[src/rtl/idma_mp_rsp_combiner.sv]
// Merges per-backend responses of a split frontend job into one frontend response.
// Job masks are queued in frontend order; the head job collects until every masked backend answered.
module idma_mp_rsp_combiner #(
    parameter int unsigned NumBEs       = 8,
    parameter int unsigned AddrWidth    = 32,
    parameter int unsigned JobFifoDepth = 4
) (
    input  logic                          clk_i,
    input  logic                          rst_i,
    input  logic                          job_valid_i,
    output logic                          job_ready_o,
    input  logic [NumBEs-1:0]             job_mask_i,
    input  logic [NumBEs-1:0]             be_rsp_valid_i,
    output logic [NumBEs-1:0]             be_rsp_ready_o,
    input  logic [NumBEs-1:0]             be_rsp_error_i,
    input  logic [NumBEs*AddrWidth-1:0]   be_rsp_addr_i,
    output logic                          rsp_valid_o,
    input  logic                          rsp_ready_i,
    output logic                          rsp_error_o,
    output logic [AddrWidth-1:0]          rsp_addr_o,
    output logic                          busy_o
);

    localparam int unsigned PtrW = $clog2(JobFifoDepth);
    localparam int unsigned CntW = PtrW + 1;
    localparam int unsigned IdxW = (NumBEs > 1) ? $clog2(NumBEs) : 1;

    typedef enum logic {COLLECT, RESPOND} state_e;

    state_e                 state_q;
    logic [NumBEs-1:0]      fifo_q [JobFifoDepth];
    logic [PtrW-1:0]        wptr_q, rptr_q;
    logic [CntW-1:0]        cnt_q;
    logic [NumBEs-1:0]      received_q;
    logic                   err_q;
    logic [AddrWidth-1:0]   addr_q;
    logic [IdxW-1:0]        idx_q;
    logic                   rsp_error_q;
    logic [AddrWidth-1:0]   rsp_addr_q;

    logic                   fifo_empty, fifo_full, push, pop, collect, done;
    logic [NumBEs-1:0]      head_mask, hs, hs_err;
    logic                   new_found, take_new, nxt_err;
    logic [IdxW-1:0]        new_idx, nxt_idx;
    logic [AddrWidth-1:0]   new_addr, nxt_addr;

    assign fifo_empty     = (cnt_q == '0);
    assign fifo_full      = (cnt_q == CntW'(JobFifoDepth));
    assign head_mask      = fifo_q[rptr_q];
    assign collect        = (state_q == COLLECT) && !fifo_empty;
    assign be_rsp_ready_o = collect ? (head_mask & ~received_q) : '0;
    assign hs             = be_rsp_valid_i & be_rsp_ready_o;
    assign hs_err         = hs & be_rsp_error_i;
    // An empty mask trivially matches, so zero-mask jobs finish on their first head cycle.
    assign done           = collect && ((received_q | hs) == head_mask);
    assign push           = job_valid_i && !fifo_full;
    assign pop            = done;

    assign job_ready_o = !fifo_full;
    assign rsp_valid_o = (state_q == RESPOND);
    assign rsp_error_o = rsp_error_q;
    assign rsp_addr_o  = rsp_addr_q;
    assign busy_o      = !fifo_empty || (state_q == RESPOND) || (|received_q);

    // Lowest-index erroring backend among this cycle's handshakes.
    always_comb begin
        new_found = 1'b0;
        new_idx   = '0;
        new_addr  = '0;
        for (int b = NumBEs - 1; b >= 0; b--) begin
            if (hs_err[b]) begin
                new_found = 1'b1;
                new_idx   = IdxW'(b);
                new_addr  = be_rsp_addr_i[b*AddrWidth +: AddrWidth];
            end
        end
    end

    // Backends of one job answer in any order, so a later lower index must still win.
    assign take_new = new_found && (!err_q || (new_idx < idx_q));
    assign nxt_err  = err_q | new_found;
    assign nxt_addr = take_new ? new_addr : addr_q;
    assign nxt_idx  = take_new ? new_idx : idx_q;

    always_ff @(posedge clk_i) begin
        if (push) fifo_q[wptr_q] <= job_mask_i;
    end

    always_ff @(posedge clk_i or posedge rst_i) begin
        if (rst_i) begin
            wptr_q <= '0;
            rptr_q <= '0;
            cnt_q  <= '0;
        end else begin
            if (push) wptr_q <= wptr_q + 1'b1;
            if (pop)  rptr_q <= rptr_q + 1'b1;
            case ({push, pop})
                2'b10:   cnt_q <= cnt_q + 1'b1;
                2'b01:   cnt_q <= cnt_q - 1'b1;
                default: cnt_q <= cnt_q;
            endcase
        end
    end

    always_ff @(posedge clk_i or posedge rst_i) begin
        if (rst_i) begin
            state_q     <= COLLECT;
            received_q  <= '0;
            err_q       <= 1'b0;
            addr_q      <= '0;
            idx_q       <= '0;
            rsp_error_q <= 1'b0;
            rsp_addr_q  <= '0;
        end else begin
            case (state_q)
                COLLECT: begin
                    if (done) begin
                        state_q     <= RESPOND;
                        rsp_error_q <= nxt_err;
                        rsp_addr_q  <= nxt_addr;
                        received_q  <= '0;
                        err_q       <= 1'b0;
                        addr_q      <= '0;
                        idx_q       <= '0;
                    end else if (collect) begin
                        received_q <= received_q | hs;
                        err_q      <= nxt_err;
                        addr_q     <= nxt_addr;
                        idx_q      <= nxt_idx;
                    end
                end
                RESPOND: begin
                    if (rsp_ready_i) begin
                        state_q     <= COLLECT;
                        rsp_error_q <= 1'b0;
                        rsp_addr_q  <= '0;
                    end
                end
                default: state_q <= COLLECT;
            endcase
        end
    end

endmodule

[config.mk]
export PLATFORM = sky130hd
export DESIGN_NAME = idma_mp_rsp_combiner
export DESIGN_NICKNAME = d
export VERILOG_FILES = /design/src/rtl/idma_mp_rsp_combiner.sv
export SDC_FILE = /design/constraint.sdc
export NUM_CORES = 1
export LEC_CHECK = 0
export ABC_CLOCK_PERIOD_IN_PS = 4100
export CORE_MARGIN = 1.5
export CORE_UTILIZATION = 44
export DETAILED_ROUTE_END_ITERATION = 8
export PLACE_DENSITY = 0.89
export SLEW_MARGIN = 40
export SYNTH_ARGS = -nofsm -noshare
export SYNTH_HDL_FRONTEND = slang
export SYNTH_SLANG_ARGS = --single-unit
[constraint.sdc]
create_clock -name clk_i -period 4.1 [get_ports clk_i]
set_clock_uncertainty 0.2 [all_clocks]
set_input_delay 0.82 -clock clk_i [delete_from_list [all_inputs] [get_ports clk_i]]
set_output_delay 0.82 -clock clk_i [all_outputs]
set_load 0.01 [all_outputs]
## Yosys cells after proc, flatten, opt, wreduce, memory -nomap -nowiden

Memories as Yosys holds them, arrays and structs flattened.
Cells that the tools add are included.

| operators by class | value |
|---|---|
| add/subtract/negate cells | 4 |
| $lt $le $gt $ge | 1 |
| equality and inequality tests | 6 |
| muxes and demuxes | 47 |
| bitwise gates (word level) | 7 |
| reduce and logical (&&, ||, !) cells | 18 |

Operators with widths:

| operator | count |
|---|---|
| 32-bit 2-to-1 mux | 13 |
| 32-bit one-hot mux with 2 select lines | 1 |
| 3-bit 2-to-1 mux | 11 |
| 8-bit bitwise AND | 3 |
| 8-bit 2-to-1 mux | 3 |
| 1-bit 2-to-1 mux | 16 |
| 8-bit equality test | 1 |
| 8-bit inverter | 1 |
| 8-bit OR | 1 |
| 8-bit OR reduction | 1 |
| 3-bit one-hot mux with 2 select lines | 1 |
| 2-bit nonzero test | 3 |
| 2-bit by 1-bit adder with 2-bit output (second input constant) | 2 |
| 1-bit logical AND | 4 |
| 2-bit inequality test (second input constant) | 2 |
| 1-bit one-hot mux with 2 select lines | 2 |
| 2-bit AND reduction | 2 |
| 3-bit by 1-bit adder with 3-bit output (second input constant) | 1 |
| 3-bit equality test (second input constant) | 1 |
| 1-bit logical NOT | 3 |
| 3-bit logical NOT | 1 |
| 1-bit logical OR | 3 |
| 3-bit less-than comparator | 1 |
| 3-bit AND reduction | 1 |
| 5 further kinds | 5 |

| word-level totals | value |
|---|---|
| register bits | 85 |
| bits in writable memories | 32 |
| word-level logic and storage cells | 94 |
| memories kept | 1 |

Memory list:

| name | depth | bits a word | read ports | clocked after Yosys merged registers in | wr ports | line | text |
|---|---|---|---|---|---|---|---|
| fifo_q | 4 | 8 | 1 | 0 | 1 | 31 | `logic [NumBEs-1:0] fifo_q [JobFifoDepth];` |

## Depth between registers and ports, before layout

| logic depth | value |
|---|---|
| depth after elaboration | 20 |
| depth in mapped cells | 19 |
| depth with buffers taken out | 14 |

## Worst setup path before layout

No wires, ideal clock.

| timing | value |
|---|---|
| path kind | reg-to-reg |
| start point | register rptr_q[0] |
| end point | register rsp_addr_q[14], in the netlist rsp_addr_o[14] |
| setup time | 0.128 ns |
| data arrival time | 3.220 ns |
| required time | 3.772 ns |
| setup slack | 0.552 ns |
| cell stages (with the launch flop) | 19 |
| clock period less this slack | 3.548 ns |
| cell sequence | dfrtp_1 -> buf_6 -> mux4_2 -> nand2b_1 -> or3_1 -> clkbuf_1 -> buf_2 -> o211ai_1 -> a21oi_1 -> ha_1 -> o21ai_0 -> a41oi_1 -> o21a_1 -> o21ai_4 -> nand2_2 -> buf_6 -> buf_4 -> nand3_1 -> o211ai_2 |

| between the ends | value |
|---|---|
| word-level cells in the longest chain between the ends | 19 |
| elaborated cells between the ends (all ways) | 40 |
| those cells by class | 1 x order compare; 2 x eq/ne; 28 x mux; 4 x bitwise; 4 x reduce/logical; 1 x memory |

Ends and longest elaborated chain:

| element | line | text |
|---|---|---|
| start, declared | 32 | `logic [PtrW-1:0] wptr_q, rptr_q;` |
| start signal, assigned | 96 | `if (pop) rptr_q <= rptr_q + 1'b1;` |
| memory read 4 x 8 bit * | - |  |
| 8-bit bitwise AND | 51 | `assign be_rsp_ready_o = collect ? (head_mask & ~received_q) : '0;` |
| 8-bit 2-to-1 mux | 51 |  |
| 8-bit bitwise AND | 52 | `assign hs = be_rsp_valid_i & be_rsp_ready_o;` |
| 8-bit bitwise AND | 53 | `assign hs_err = hs & be_rsp_error_i;` |
| 3-bit 2-to-1 mux (8 in a row) | 71 | `if (hs_err[b]) begin` |
| 3-bit less-than comparator | 80 | `assign take_new = new_found && (!err_q \|\| (new_idx < idx_q));` |
| 1-bit logical OR | 80 |  |
| 1-bit logical AND | 80 |  |
| 32-bit 2-to-1 mux | 82 | `assign nxt_addr = take_new ? new_addr : addr_q;` |
| 32-bit 2-to-1 mux | 117 | `if (done) begin` |
| 32-bit one-hot mux with 2 select lines | 115 | `case (state_q)` |
| end signal, assigned | 120 | `rsp_addr_q <= nxt_addr;` |
| end, declared | 39 | `logic [AddrWidth-1:0] rsp_addr_q;` |

Every way passes the cells marked *; elsewhere a longest branch is shown, timed or not. The select of a mux whose other input is x is not followed.
A chain may end at the register's enable or synchronous reset.

## Worst setup path after layout

| timing | value |
|---|---|
| start point | register cnt_q[2] |
| end point | register rsp_addr_q[30], in the netlist rsp_addr_o[30] |

| between the ends | value |
|---|---|
| word-level cells in the longest chain between the ends | 20 |
| elaborated cells between the ends (all ways) | 41 |
| those cells by class | 1 x order compare; 2 x eq/ne; 28 x mux; 3 x bitwise; 7 x reduce/logical |

Ends and longest elaborated chain:

| element | line | text |
|---|---|---|
| start, declared | 33 | `logic [CntW-1:0] cnt_q;` |
| start signal, assigned | 98 | `2'b10: cnt_q <= cnt_q + 1'b1;` |
| start signal, assigned | 99 | `2'b01: cnt_q <= cnt_q - 1'b1;` |
| start signal, assigned | 100 | `default: cnt_q <= cnt_q;` |
| 3-bit logical NOT * | 47 | `assign fifo_empty = (cnt_q == '0);` |
| 1-bit logical NOT * | 50 | `assign collect = (state_q == COLLECT) && !fifo_empty;` |
| 1-bit logical AND * | 50 |  |
| 8-bit 2-to-1 mux | 51 |  |
| 8-bit bitwise AND | 52 |  |
| 8-bit bitwise AND | 53 |  |
| 3-bit 2-to-1 mux (8 in a row) | 71 |  |
| 3-bit less-than comparator | 80 |  |
| 1-bit logical OR | 80 |  |
| 1-bit logical AND | 80 |  |
| 32-bit 2-to-1 mux | 82 |  |
| 32-bit 2-to-1 mux | 117 |  |
| 32-bit one-hot mux with 2 select lines | 115 |  |

Marked as above.

==> flow_metrics.tcl <==
set metrics [dict create \
    yosysWarnings 0 \
    synth_edf_count 32 \
    ys_types 69 \
    worst_pin_slew_ns 0.760 \
    clockRootBuffer "clkbuf_16" \
    grt_pass1_wl_um 46400 \
    die_h_um 137 \
    cts_buffer_depth 2 \
    netlist_area_um2 7950 \
    overflow 0 \
    syn_nets 1194 \
    fin_crit_sh_pct 93.2 \
    fin_setup_tns_ns 0 \
    first_global_vias 8580 \
    io_pins 328 \
    hold_path_class "reg2reg" \
    num-nets-final 1493 \
    die_w_um 137 \
    cts_hold_buffers 0 \
    cts_buffers 17 \
    coreArea_um2 17500 \
    crit_fanout 42 \
    dieArea_um2 18900 \
    design_area_um2 12000 \
    syn_to_final_growth_pct 50.6 \
    worstSkewPairLatency_ns 0.42 \
    synthFlopType "dfrtp_1" \
    ys_seq_area_share_pct 38.8 \
    hold_start "rsp_addr_o[9]" \
    p_leak_uw 0.00467 \
    port_buffers 327 \
    gp_congestion 0.926 \
    clock-sinks 117 \
    syn_inst 902 \
    dr.pass1.iters 7 \
    detail-route-antenna-nets 0 \
    drc 0 \
    drive_gt1_share_pct 11.4 \
    htree_num_levels 4 \
    worstPathRequired_ns 4.23 \
    fillers 1383 \
    vdd_drop_max_mv 0.446 \
    wl_per_cell_um 21.5 \
    dp.cells 1407 \
    wirelength_um 30900 \
    rsz0062_at_grt "false" \
    stdcell_count 1439 \
    cts_resized 0 \
    power_density_nw_per_um2 456 \
    fmax_ghz 0.262 \
    routed_via_density 6.11 \
    grt_max_degree 91 \
    rows 48 \
    startpoint_type "flop" \
    hpwlAfterDp_um 22100 \
    synth_top_area_cell "dfrtp_1" \
    num_vias 8793 \
    synth_top_area_share_pct 26.8 \
    worstSetupEndpointType "flop" \
    slew_violations 0 \
    start_util_pct 45.5 \
    r2r-start "cnt_q[2]" \
    cts_tree "built" \
    slew_headroom_pct 49.4 \
    finalCriticalPeriod_ns 3.82 \
    synthArstFlopShare_pct 72.6 \
    crit_type "reg2reg" \
    post_cts_buffers 0 \
    syn_area_per_cell_um2 8.81 \
    grt.total_usage_pct 32.7 \
    cts.clk_slew.worst_paths_ns 0.05 \
    finalSetupViolCount 0 \
    hold_viol 0 \
    critPathArrivalTime_ns 3.95 \
    status "finished, final reports clean" \
    antenna_found_initial 0 \
    dpl_cell_area_um2 11400 \
    ys_ff_latch 117 \
    cap_viol_max_count 0 \
    drt_iter0_drc 732 \
    diodes 0 \
    critPathLaunch "cnt_q[2]" \
    synth.area.top_cells "dfrtp_1 27%, edfxtp_1 12%, nand3_1 7.9%, nand2_1 5.4%, a221o_1 3.9%" \
]
state kept, by name, indices dropped and copies added, names as in the netlist:
name and count:
idx_q 3, rsp_valid_o 1, rsp_addr_o 32, cnt_q 3
rsp_error_o 1, received_q 8, addr_q 32, err_q 1
rptr_q 2, fifo_q 32, wptr_q 2
critical path, stage by stage (launching register included):
cell	delay, ns
dfrtp_1	0.40
or3_1	0.50
and2_0	0.37
and4_4	0.29
nor4_4	0.35
nor3_1	0.08
ha_1	0.28
o21ai_0	0.10
a41oi_1	0.19
o21a_1	0.18
o21ai_4	0.08
nand2_2	0.10
buf_12	0.22
buf_12	0.17
nand3_1	0.08
o211ai_1	0.12
final timing paths:
kind                             endpoint  slack (ns)  cells after the start
hold / removal              rsp_addr_o[9]        0.29                      2
setup reg to reg           rsp_addr_o[30]        0.28                     15
min in group asynchronous  rsp_addr_o[15]        0.57                      2
setup / recovery           rsp_addr_o[30]        0.28                     15
hold reg to reg             rsp_addr_o[9]        0.29                      2
max in group asynchronous       rptr_q[1]        2.32                      3
per-layer routing:
metal  track usage, %  vias up  routed length (um)
met5                0        -                   0
met4             13.2        0                1110
met3             8.68       96                3090
met2             54.4      486               14800
met1             40.4     4194               11900
li1                 -     4017                   -
cell usage after synthesis, drive strengths merged (6+ instances only):
| master | number |
|---|---|
| buf | 47 |
| nand3 | 127 |
| o21a | 7 |
| o21ai | 55 |
| dfrtp | 85 |
| mux4 | 7 |
| clkbuf | 33 |
| and2 | 7 |
| o211ai | 19 |
| and3 | 8 |
| a21oi | 52 |
| a31o | 16 |
| nor4 | 6 |
| a31oi | 20 |
| nor2 | 38 |
| o2111ai | 31 |
| edfxtp | 32 |
| ha | 7 |
| o22ai | 32 |
| nand2 | 119 |
| nand2b | 37 |
| a221o | 31 |
| inv | 20 |
| mux2i | 11 |
through the flow:
| step | utilization [%] | setup slack [ns] | hold WS [ns] | total power (uW) |
|---|---|---|---|---|
| 4_1_cts | 68.5 | 0.177 | 0.297 | 5460 |
| 6_report | 68.5 | 0.278 | 0.294 | 5460 |
| 2_1_floorplan | - | 0.552 | 0.251 | 2980 |
| 5_1_grt | 68.5 | 0.107 | 0.315 | 5740 |
| 3_3_place_gp | 65.2 | 0.154 | 0.269 | 3920 |
| 3_5_place_dp | 65.2 | 0.0446 | 0.286 | 4000 |
where the power goes:
part	internal, uW	leakage, uW	switching, uW	total (uW)
Sequential	1580	0.00140	249	1830
Clock	885	0.000263	544	1430
Combinational	1130	0.00300	1070	2200
Total	3600	0.00467	1860	5460
cell type report:
type                    instances  area (um2)  area share [%]
clock inverters                14         138            1.15
multi-input cells             685        4370            36.5
clock buffers                  18         429            3.58
inverters                      20        77.6           0.648
well taps                     225         282            2.35
repair buffers                360        3580            29.9
flip-flops and latches        117        3090            25.8
cells in the final DEF, fill, tap and decap left out, types with 20 or more instances in the layout:
cell             instances
nand3_1                125
buf_4                   28
a31oi_1                 20
nand2_1                114
o21ai_0                 46
o22ai_1                 32
nor2_1                  38
edfxtp_1                32
nand2b_1                36
a21oi_1                 42
a221o_1                 31
dfrtp_1                 83
o2111ai_1               31
clkdlybuf4s50_1        327
cells by family (layout without fill, tap and decap cells):
logic type | after synthesis | in the layout | share of synthesized area (%)
fa+ha+maj | 8 | 8 | 1.35
flops | 117 | 117 | 38.8
mux | 21 | 21 | 3.79
xor+xnor | 6 | 6 | 0.661
buf+inv | 100 | 412 | 6.42
simple gates | 366 | 366 | 22.8
compound gates | 284 | 284 | 26.1
Power figures use the tool's default switching activity.
